**src/rtl/joy_serial_pkg.sv**
```systemverilog
// Shared definitions for the joystick serial transmitter: FSM state encoding,
// button bit positions within one player's byte, and the default chain length.
package joy_serial_pkg;

    localparam int CHAIN_LEN_DEF = 16;

    // Bit positions inside an 8-bit active-low player vector
    localparam int BTN_START = 7;
    localparam int BTN_FIRE3 = 6;
    localparam int BTN_FIRE2 = 5;
    localparam int BTN_FIRE1 = 4;
    localparam int BTN_RIGHT = 3;
    localparam int BTN_LEFT  = 2;
    localparam int BTN_DOWN  = 1;
    localparam int BTN_UP    = 0;

    typedef enum logic [1:0] {
        IDLE  = 2'd0,
        LOAD  = 2'd1,
        SHIFT = 2'd2,
        DONE  = 2'd3
    } joy_state_t;

endpackage

```
**src/rtl/joy_debounce.sv**
```systemverilog
// Multi-bit button debouncer. One shared down-counter produces a sample tick
// every DIV cycles; each line's output follows its input only after three
// consecutive equal samples. Built only when JOY_DEBOUNCE_EN is defined.
module joy_debounce #(
    parameter int WIDTH = 16,
    parameter int DIV   = 50000
) (
    input  logic             clk_sys,
    input  logic             reset_n,
    input  logic [WIDTH-1:0] din,
    output logic [WIDTH-1:0] dout
);

    localparam int            TW          = (DIV > 1) ? $clog2(DIV) : 1;
    localparam logic [TW-1:0] TICK_RELOAD = TW'(DIV - 1);

    logic [TW-1:0]    tick_cnt_q, tick_cnt_d;
    logic             tick;
    logic [WIDTH-1:0] smp0_q, smp0_d;
    logic [WIDTH-1:0] smp1_q, smp1_d;
    logic [WIDTH-1:0] smp2_q, smp2_d;
    logic [WIDTH-1:0] out_q, out_d;
    logic [WIDTH-1:0] stable;

    // Tick generation, sample history shift and per-line stability update
    always_comb begin
        tick       = (tick_cnt_q == '0);
        tick_cnt_d = tick ? TICK_RELOAD : tick_cnt_q - TW'(1);
        smp0_d     = smp0_q;
        smp1_d     = smp1_q;
        smp2_d     = smp2_q;
        if (tick) begin
            smp0_d = din;
            smp1_d = smp0_q;
            smp2_d = smp1_q;
        end
        stable = ~(smp0_q ^ smp1_q) & ~(smp1_q ^ smp2_q);
        out_d  = (out_q & ~stable) | (smp0_q & stable);
    end

    // Debounce state registers; released buttons (all 1s) out of reset
    always_ff @(posedge clk_sys or negedge reset_n) begin
        if (!reset_n) begin
            tick_cnt_q <= TICK_RELOAD;
            smp0_q     <= '1;
            smp1_q     <= '1;
            smp2_q     <= '1;
            out_q      <= '1;
        end else begin
            tick_cnt_q <= tick_cnt_d;
            smp0_q     <= smp0_d;
            smp1_q     <= smp1_d;
            smp2_q     <= smp2_d;
            out_q      <= out_d;
        end
    end

    assign dout = out_q;

endmodule

```
**src/rtl/joy_serial_tx.sv**
```systemverilog
// Controller-side joystick serial chain transmitter. Latches {joy1_n, joy2_n}
// while JOY_LOAD is low and shifts one bit per JOY_CLK rising edge, MSB first.
// JOY_CLK, JOY_LOAD and the buttons are sampled as data on clk_sys.
// Optional macro JOY_DEBOUNCE_EN: frames load debounced buttons (joy_debounce)
// instead of the plain synchronised ones, and adds the DEBOUNCE_DIV parameter.
//
// state | meaning
// IDLE  | no frame latched since reset, joy_data held at 1
// LOAD  | load strobe low, shift reg follows buttons, joy_data = item 0
// SHIFT | frame frozen, each JOY_CLK rise presents the next item
// DONE  | all items sent, joy_data held at 1 until the next load
module joy_serial_tx
    import joy_serial_pkg::*;
#(
    parameter int CHAIN_LEN = CHAIN_LEN_DEF
`ifdef JOY_DEBOUNCE_EN
    ,
    parameter int DEBOUNCE_DIV = 50000
`endif
) (
    input  logic       clk_sys,
    input  logic       reset_n,
    input  logic       joy_clk,
    input  logic       joy_load,
    input  logic [7:0] joy1_n,
    input  logic [7:0] joy2_n,
    output logic       joy_data,
    output logic       frame_done
);

    localparam int               CNT_W    = $clog2(CHAIN_LEN) + 1;
    localparam logic [CNT_W-1:0] CNT_LAST = CNT_W'(CHAIN_LEN - 1);
    localparam logic [CNT_W-1:0] CNT_FULL = CNT_W'(CHAIN_LEN);

    logic [1:0]           clk_sync_q, clk_sync_d;
    logic                 clk_prev_q, clk_prev_d;
    logic [1:0]           load_sync_q, load_sync_d;
    logic [15:0]          btn_meta_q, btn_meta_d;
    logic [15:0]          btn_sync_q, btn_sync_d;
    logic                 clk_rise;
    logic                 load_s;
    logic [15:0]          frame_vec;

    joy_state_t           state_q, state_d;
    logic [CHAIN_LEN-1:0] shift_q, shift_d;
    logic [CNT_W-1:0]     bit_cnt_q, bit_cnt_d;
    logic                 joy_data_q, joy_data_d;
    logic                 frame_done_q, frame_done_d;

`ifdef JOY_DEBOUNCE_EN
    joy_debounce #(
        .WIDTH (16),
        .DIV   (DEBOUNCE_DIV)
    ) u_debounce (
        .clk_sys (clk_sys),
        .reset_n (reset_n),
        .din     (btn_sync_q),
        .dout    (frame_vec)
    );
`else
    assign frame_vec = btn_sync_q;
`endif

    // Two-flop synchronisers for all host/button inputs plus JOY_CLK history
    always_comb begin
        clk_sync_d  = {clk_sync_q[0], joy_clk};
        clk_prev_d  = clk_sync_q[1];
        load_sync_d = {load_sync_q[0], joy_load};
        btn_meta_d  = {joy1_n, joy2_n};
        btn_sync_d  = btn_meta_q;
    end

    assign clk_rise = clk_sync_q[1] & ~clk_prev_q;
    assign load_s   = load_sync_q[1];

    // Next-state, shift register, bit counter and registered outputs
    always_comb begin
        state_d      = state_q;
        shift_d      = shift_q;
        bit_cnt_d    = bit_cnt_q;
        frame_done_d = 1'b0;
        if (!load_s) begin
            // Load wins over everything, including a coincident clock edge
            state_d                      = LOAD;
            shift_d                      = '1;
            shift_d[CHAIN_LEN-1 -: 16]   = frame_vec;
            bit_cnt_d                    = '0;
        end else begin
            case (state_q)
                IDLE: ;
                LOAD: state_d = SHIFT;
                SHIFT: begin
                    if (clk_rise) begin
                        shift_d = {shift_q[CHAIN_LEN-2:0], 1'b1};
                        if (bit_cnt_q == CNT_LAST) begin
                            state_d      = DONE;
                            bit_cnt_d    = CNT_FULL;
                            frame_done_d = 1'b1;
                        end else begin
                            bit_cnt_d = bit_cnt_q + CNT_W'(1);
                        end
                    end
                end
                DONE: ;
                default: state_d = IDLE;
            endcase
        end
        joy_data_d = ((state_d == LOAD) || (state_d == SHIFT)) ? shift_d[CHAIN_LEN-1] : 1'b1;
    end

    // All state registers; reset returns the chain to idle-high
    always_ff @(posedge clk_sys or negedge reset_n) begin
        if (!reset_n) begin
            clk_sync_q   <= 2'b11;
            clk_prev_q   <= 1'b1;
            load_sync_q  <= 2'b11;
            btn_meta_q   <= '1;
            btn_sync_q   <= '1;
            state_q      <= IDLE;
            shift_q      <= '1;
            bit_cnt_q    <= '0;
            joy_data_q   <= 1'b1;
            frame_done_q <= 1'b0;
        end else begin
            clk_sync_q   <= clk_sync_d;
            clk_prev_q   <= clk_prev_d;
            load_sync_q  <= load_sync_d;
            btn_meta_q   <= btn_meta_d;
            btn_sync_q   <= btn_sync_d;
            state_q      <= state_d;
            shift_q      <= shift_d;
            bit_cnt_q    <= bit_cnt_d;
            joy_data_q   <= joy_data_d;
            frame_done_q <= frame_done_d;
        end
    end

    assign joy_data   = joy_data_q;
    assign frame_done = frame_done_q;

endmodule

```
**config.mk**
```make
export PLATFORM = sky130hd
export DESIGN_NAME = joy_serial_tx
export DESIGN_NICKNAME = d
export VERILOG_FILES = /design/src/rtl/joy_serial_pkg.sv /design/src/rtl/joy_debounce.sv /design/src/rtl/joy_serial_tx.sv
export SDC_FILE = /design/constraint.sdc
export NUM_CORES = 1
export LEC_CHECK = 0
export BUFFER_PORTS_ARGS = -buffer_cell sky130_fd_sc_hd__buf_2
export CORE_AREA = 2 2 84 54
export DETAILED_ROUTE_END_ITERATION = 8
export DIE_AREA = 0 0 86 56
export GPL_TIMING_DRIVEN = 0
export PLACE_DENSITY = 0.76
export SYNTH_ARGS = -nofsm -noshare
export SYNTH_HDL_FRONTEND = slang
export SYNTH_SLANG_ARGS = --single-unit
```
**constraint.sdc**
```tcl
create_clock -name clk_sys -period 2.1 [get_ports clk_sys]
set_input_delay 0.315 -clock clk_sys [delete_from_list [all_inputs] [get_ports clk_sys]]
set_output_delay 0.315 -clock clk_sys [all_outputs]
set_load 0.05 [all_outputs]
```
Word level (Yosys, flattened, before mapping)

Cells that the tools add are included.
Widths: inputs -> output; s select.

Reductions and logical operators: 2
Bitwise operators: 2
Mux-type cells: 16
Equality and inequality tests: 7
Add/sub/neg operators: 1

Operators with widths:

| operator            | number |
|---|---|
| $mux 16             | 3 |
| $mux 5              | 4 |
| $mux 2              | 3 |
| $add 5x1->5 const B | 1 |
| $eq 5x4->1 const B  | 1 |
| $mux 1              | 5 |
| $eq 2x1->1 const B  | 2 |
| $eq 2x2->1 const B  | 2 |
| $ne 2x1->1 const B  | 2 |
| $pmux 2 s2          | 1 |
| $reduce_and 2->1    | 1 |
| $and 1x1->1         | 1 |
| $logic_or 1x1->1    | 1 |
| $not 1->1           | 1 |

Logic and storage cells: 39
Register bits: 62
Output and inout port bits: 2

Logic depth before layout (Yosys ltp)

Depth in word-level cells: 8
Depth in mapped cells: 7

Least setup slack after synthesis

OpenSTA, ideal clock, no wires.

Kind: reg2reg
Start: register bit_cnt_q[0]
End: register joy_data_q (netlist: joy_data)
Arrival time: 1.534 ns
Stages on the path, launching flop included: 7
Path buffers: 0
Path slack: 0.501 ns
Period minus slack after synthesis: 1.599 ns
Required time: 2.036 ns
Cell sequence: dfrtp_1 -> ha_1 -> and3_1 -> ha_1 -> nand4b_1 -> a2111oi_0 -> nand3b_1

Word-level cells in the longest chain between the ends: 8

RTL lines:

| what                                     | RTL line             | RTL |
|---|---|---|
| from (decl)                              | joy_serial_tx.sv:46  | `logic [CNT_W-1:0] bit_cnt_q, bit_cnt_d;` |
| from (signal assigned)                   | joy_serial_tx.sv:132 | `bit_cnt_q <= bit_cnt_d;` |
| $eq 5x4->1 *                             | joy_serial_tx.sv:95  | `if (bit_cnt_q == CNT_LAST) begin` |
| $mux 2 *                                 | joy_serial_tx.sv:95  |  |
| $mux 2 *                                 | joy_serial_tx.sv:93  | `if (clk_rise) begin` |
| $pmux 2 s2 *                             | joy_serial_tx.sv:89  | `case (state_q)` |
| $mux 2 *                                 | joy_serial_tx.sv:82  | `if (!load_s) begin` |
| $eq 2x1->1 or $eq 2x2->1 (tied branches) | joy_serial_tx.sv:108 | `joy_data_d = ((state_d == LOAD) \|\| (state_d == SHIFT)) ? shift_d[CHAIN_LEN-1] : 1'b1;` |
| $logic_or 1x1->1 *                       | joy_serial_tx.sv:108 |  |
| $mux 1 *                                 | joy_serial_tx.sv:108 |  |
| via joy_data_d                           | joy_serial_tx.sv:47  | `logic joy_data_q, joy_data_d;` |
| to (signal assigned)                     | joy_serial_tx.sv:133 | `joy_data_q <= joy_data_d;` |
| to (decl)                                | joy_serial_tx.sv:47  |  |

The timed path passes the listed nets; every way through them passes the cells marked *.
A chain may end at the register's enable or synchronous reset.

Final worst setup path

Same ends and word-level chain as after synthesis.

==> impl_metrics.json <==
{
  "synth.area.top_cells": "dfstp_2, dfrtp_1, and2_1, a221o_1, a221o_2",
  "power_density_nw_per_um2": 952,
  "tns_ns": 0,
  "worst_slack_ns": 0.270,
  "p_leak_nw": 1.13,
  "path_buf_inv": 0,
  "ys_top_cells_by_count": "dfstp_2, and2_1, dfrtp_1",
  "viasPerCell": 5.25,
  "synth_nets": 161,
  "drive_above_1_share": 0.605,
  "cts_buffers": 9,
  "finClkSkew_ns": 0.00393,
  "slew_headroom": 0.524,
  "ys_types": 35,
  "routed_wl_um": 3320,
  "synthFlopType": "dfstp_2",
  "synthMuxAreaShare": 0.00955,
  "reg2reg_slack_ns": 0.27,
  "fin_crit_sh": 0.871,
  "yosysSeqAreaShare": 0.727,
  "antennaDiodeCount": 0,
  "syn-cell-area_um2": 2230,
  "synth_top_family_by_area": "compound AO/OA/AOI/OAI gates",
  "syn_inst": 137,
  "worstMarginPinSlew_ns": 0.714,
  "cpMostUsedCell": "ha_1",
  "pre_cts_slack_ns": 0.307,
  "peakVddDrop_mv": 0.611,
  "slew_violations": 0,
  "cts_resized": 0,
  "crit_required_ns": 2.37,
  "grtUsageTotal": 0.167,
  "synth_seq_cells": 62,
  "cp-endpoint": "joy_data",
  "synth_edf_count": 0,
  "period_needed_ns": 1.83,
  "synth_most_common_cell": "dfstp_2",
  "hold_viol": 0,
  "synth-compound-area-share": 0.102,
  "drt_iter0_drc": 49,
  "synth-simple-area-share": 0.0960,
  "core_area_um2": 3990,
  "path_max_fanout": 7,
  "path_depth": 6,
  "antenna_found_initial": 0,
  "ant_nets": 0,
  "cts.sinks": 62,
  "slowest_stage": "dfrtp_1",
  "cp-end-kind": "flop",
  "die_h_um": 56,
  "dpl.hpwl_um": 2100,
  "status": "finished clean",
  "max_freq_mhz": 546,
  "clock-root-buffer": "clkbuf_8",
  "startpoint": "bit_cnt_q[0]",
  "ios": 22,
  "r2r_cells": 6,
  "grt_overflow": 0,
  "rsz0062_at_grt": "false",
  "cts_setup_buffers": 0,
  "criticalPathCategory": "reg2reg",
  "startpoint_type": "flop",
  "final_util": 0.645,
  "cap_violations": 0,
  "die_w_um": 86,
  "synth-async-reset-ratio": 1.00,
  "grt_pass1_vias": 1228,
  "htreeDepth": 3,
  "max-clock-path-buffers": 2,
  "reg2reg_from": "bit_cnt_q[0]",
  "row_count": 18,
  "post_drt_wl_per_cell_um": 15.0,
  "grt_max_degree": 63,
  "tritoncts": "yes",
  "first_pass_iters": 4,
  "start_util": 0.559,
  "num_vias": 1165,
  "ctsHoldBuffers": 0,
  "die_area_um2": 4820,
  "syn_to_final_growth_pct": 15.4,
  "cpLargestDelayFamily": "simple AND/OR/NAND/NOR gates",
  "rr_endpoint": "joy_data",
  "grt_pass1_wl_um": 5840,
  "synth_xor_area_frac": 0,
  "setup_viol": 0,
  "clkTransAtPathRegs_ns": 0.06,
  "synth.avg_cell_area_um2": 16.3,
  "worstPathArrival_ns": 2.10,
  "yosysTopAreaCellShare": 0.637,
  "hold_path_class": "in2async",
  "synthAdderAreaFrac": 0.0225,
  "critical-path-max-stage-delay_ns": 0.39,
  "yosys_warnings": 0,
  "fin_nets": 193,
  "place.gp.congestion": 0.767,
  "drc": 0,
  "io_buffers": 21,
  "worstSkewPairLatency_ns": 0.33,
  "yosysTopAreaCell": "dfstp_2",
  "crit_chain": "ha_1, and3_1, ha_1, nand4b_1, a2111oi_0, nand3b_1"
}
state kept, by name (all words and copies together) (netlist names), 2 cells and up:
name         flops
shift_q         16
bit_cnt_q        5
clk_sync_q       2
state_q          2
load_sync_q      2
btn_sync_q      16
btn_meta_q      16
logic make-up after synthesis:
| kind of cell | Yosys count |
|---|---|
| adders and majority gates | 4 |
| AOI/OAI and AO/OA | 25 |
| muxes | 2 |
| DFF | 62 |
| buffers and inverters | 12 |
| and+or+nand+nor | 32 |
through the flow:
stage	cell area, µm²	power [mW]	hold slack, ns	instances
finish	2570	2.45	0.0651	222
global placement	2400	1.55	0.346	208
global route	2570	2.57	0.0552	222
detailed placement	2400	1.56	0.347	208
CTS	2570	2.48	0.0662	222
floorplan	2230	1.49	0.0194	137
worst min path at each step:
| stage | startpoint | to | slack [ns] | cells after the start |
|---|---|---|---|---|
| 6_report | reset_n | state_q[1] | 0.07 | 1 |
| 5_1_grt | joy1_n[2] | btn_meta_q[10] | 0.06 | 1 |
| 4_1_cts | joy2_n[6] | btn_meta_q[6] | 0.07 | 1 |
| 3_5_place_dp | btn_meta_q[3] | btn_sync_q[3] | 0.35 | 0 |
| 2_1_floorplan | reset_n | bit_cnt_q[0] | 0.02 | 0 |
| 3_3_place_gp | btn_meta_q[5] | btn_sync_q[5] | 0.35 | 0 |
layer usage:
| layer | vias up | GRT usage | wire, µm |
|---|---|---|---|
| li1 | 554 | - | - |
| met1 | 576 | 0.223 | 1600 |
| met2 | 29 | 0.228 | 1480 |
| met3 | 6 | 0.0801 | 176 |
| met4 | 0 | 0.0816 | 58 |
| met5 | - | 0 | 0 |
layout by cell type (no fill, tap or decap), drive strengths merged, types with 2 or more instances in the layout:
cell type,instances
a221o,13
o21ai,2
nor2,2
clkbuf,14
dfstp,54
dfrtp,8
buf,26
inv,6
nand4b,2
ha,4
and4b,3
nand3b,3
and2,15
power by group:
group | internal, mW | switching (mW) | leakage (nW)
Sequential | 1.33 | 0.0309 | 0.674
Clock | 0.510 | 0.395 | 0.0914
Combinational | 0.0831 | 0.102 | 0.366
Total | 1.92 | 0.528 | 1.13
final cells by class:
class | count | area, µm²
tap | 50 | 62.6
sequential | 62 | 1620
buffer | 6 | 73.8
fill | 284 | 1410
clock buffer | 13 | 169
inverter | 6 | 22.5
timing repair buffer | 21 | 108
clock inverter | 1 | 5.00
multi-input combinational | 63 | 513
Note: power is estimated with default switching activity, not from simulation.
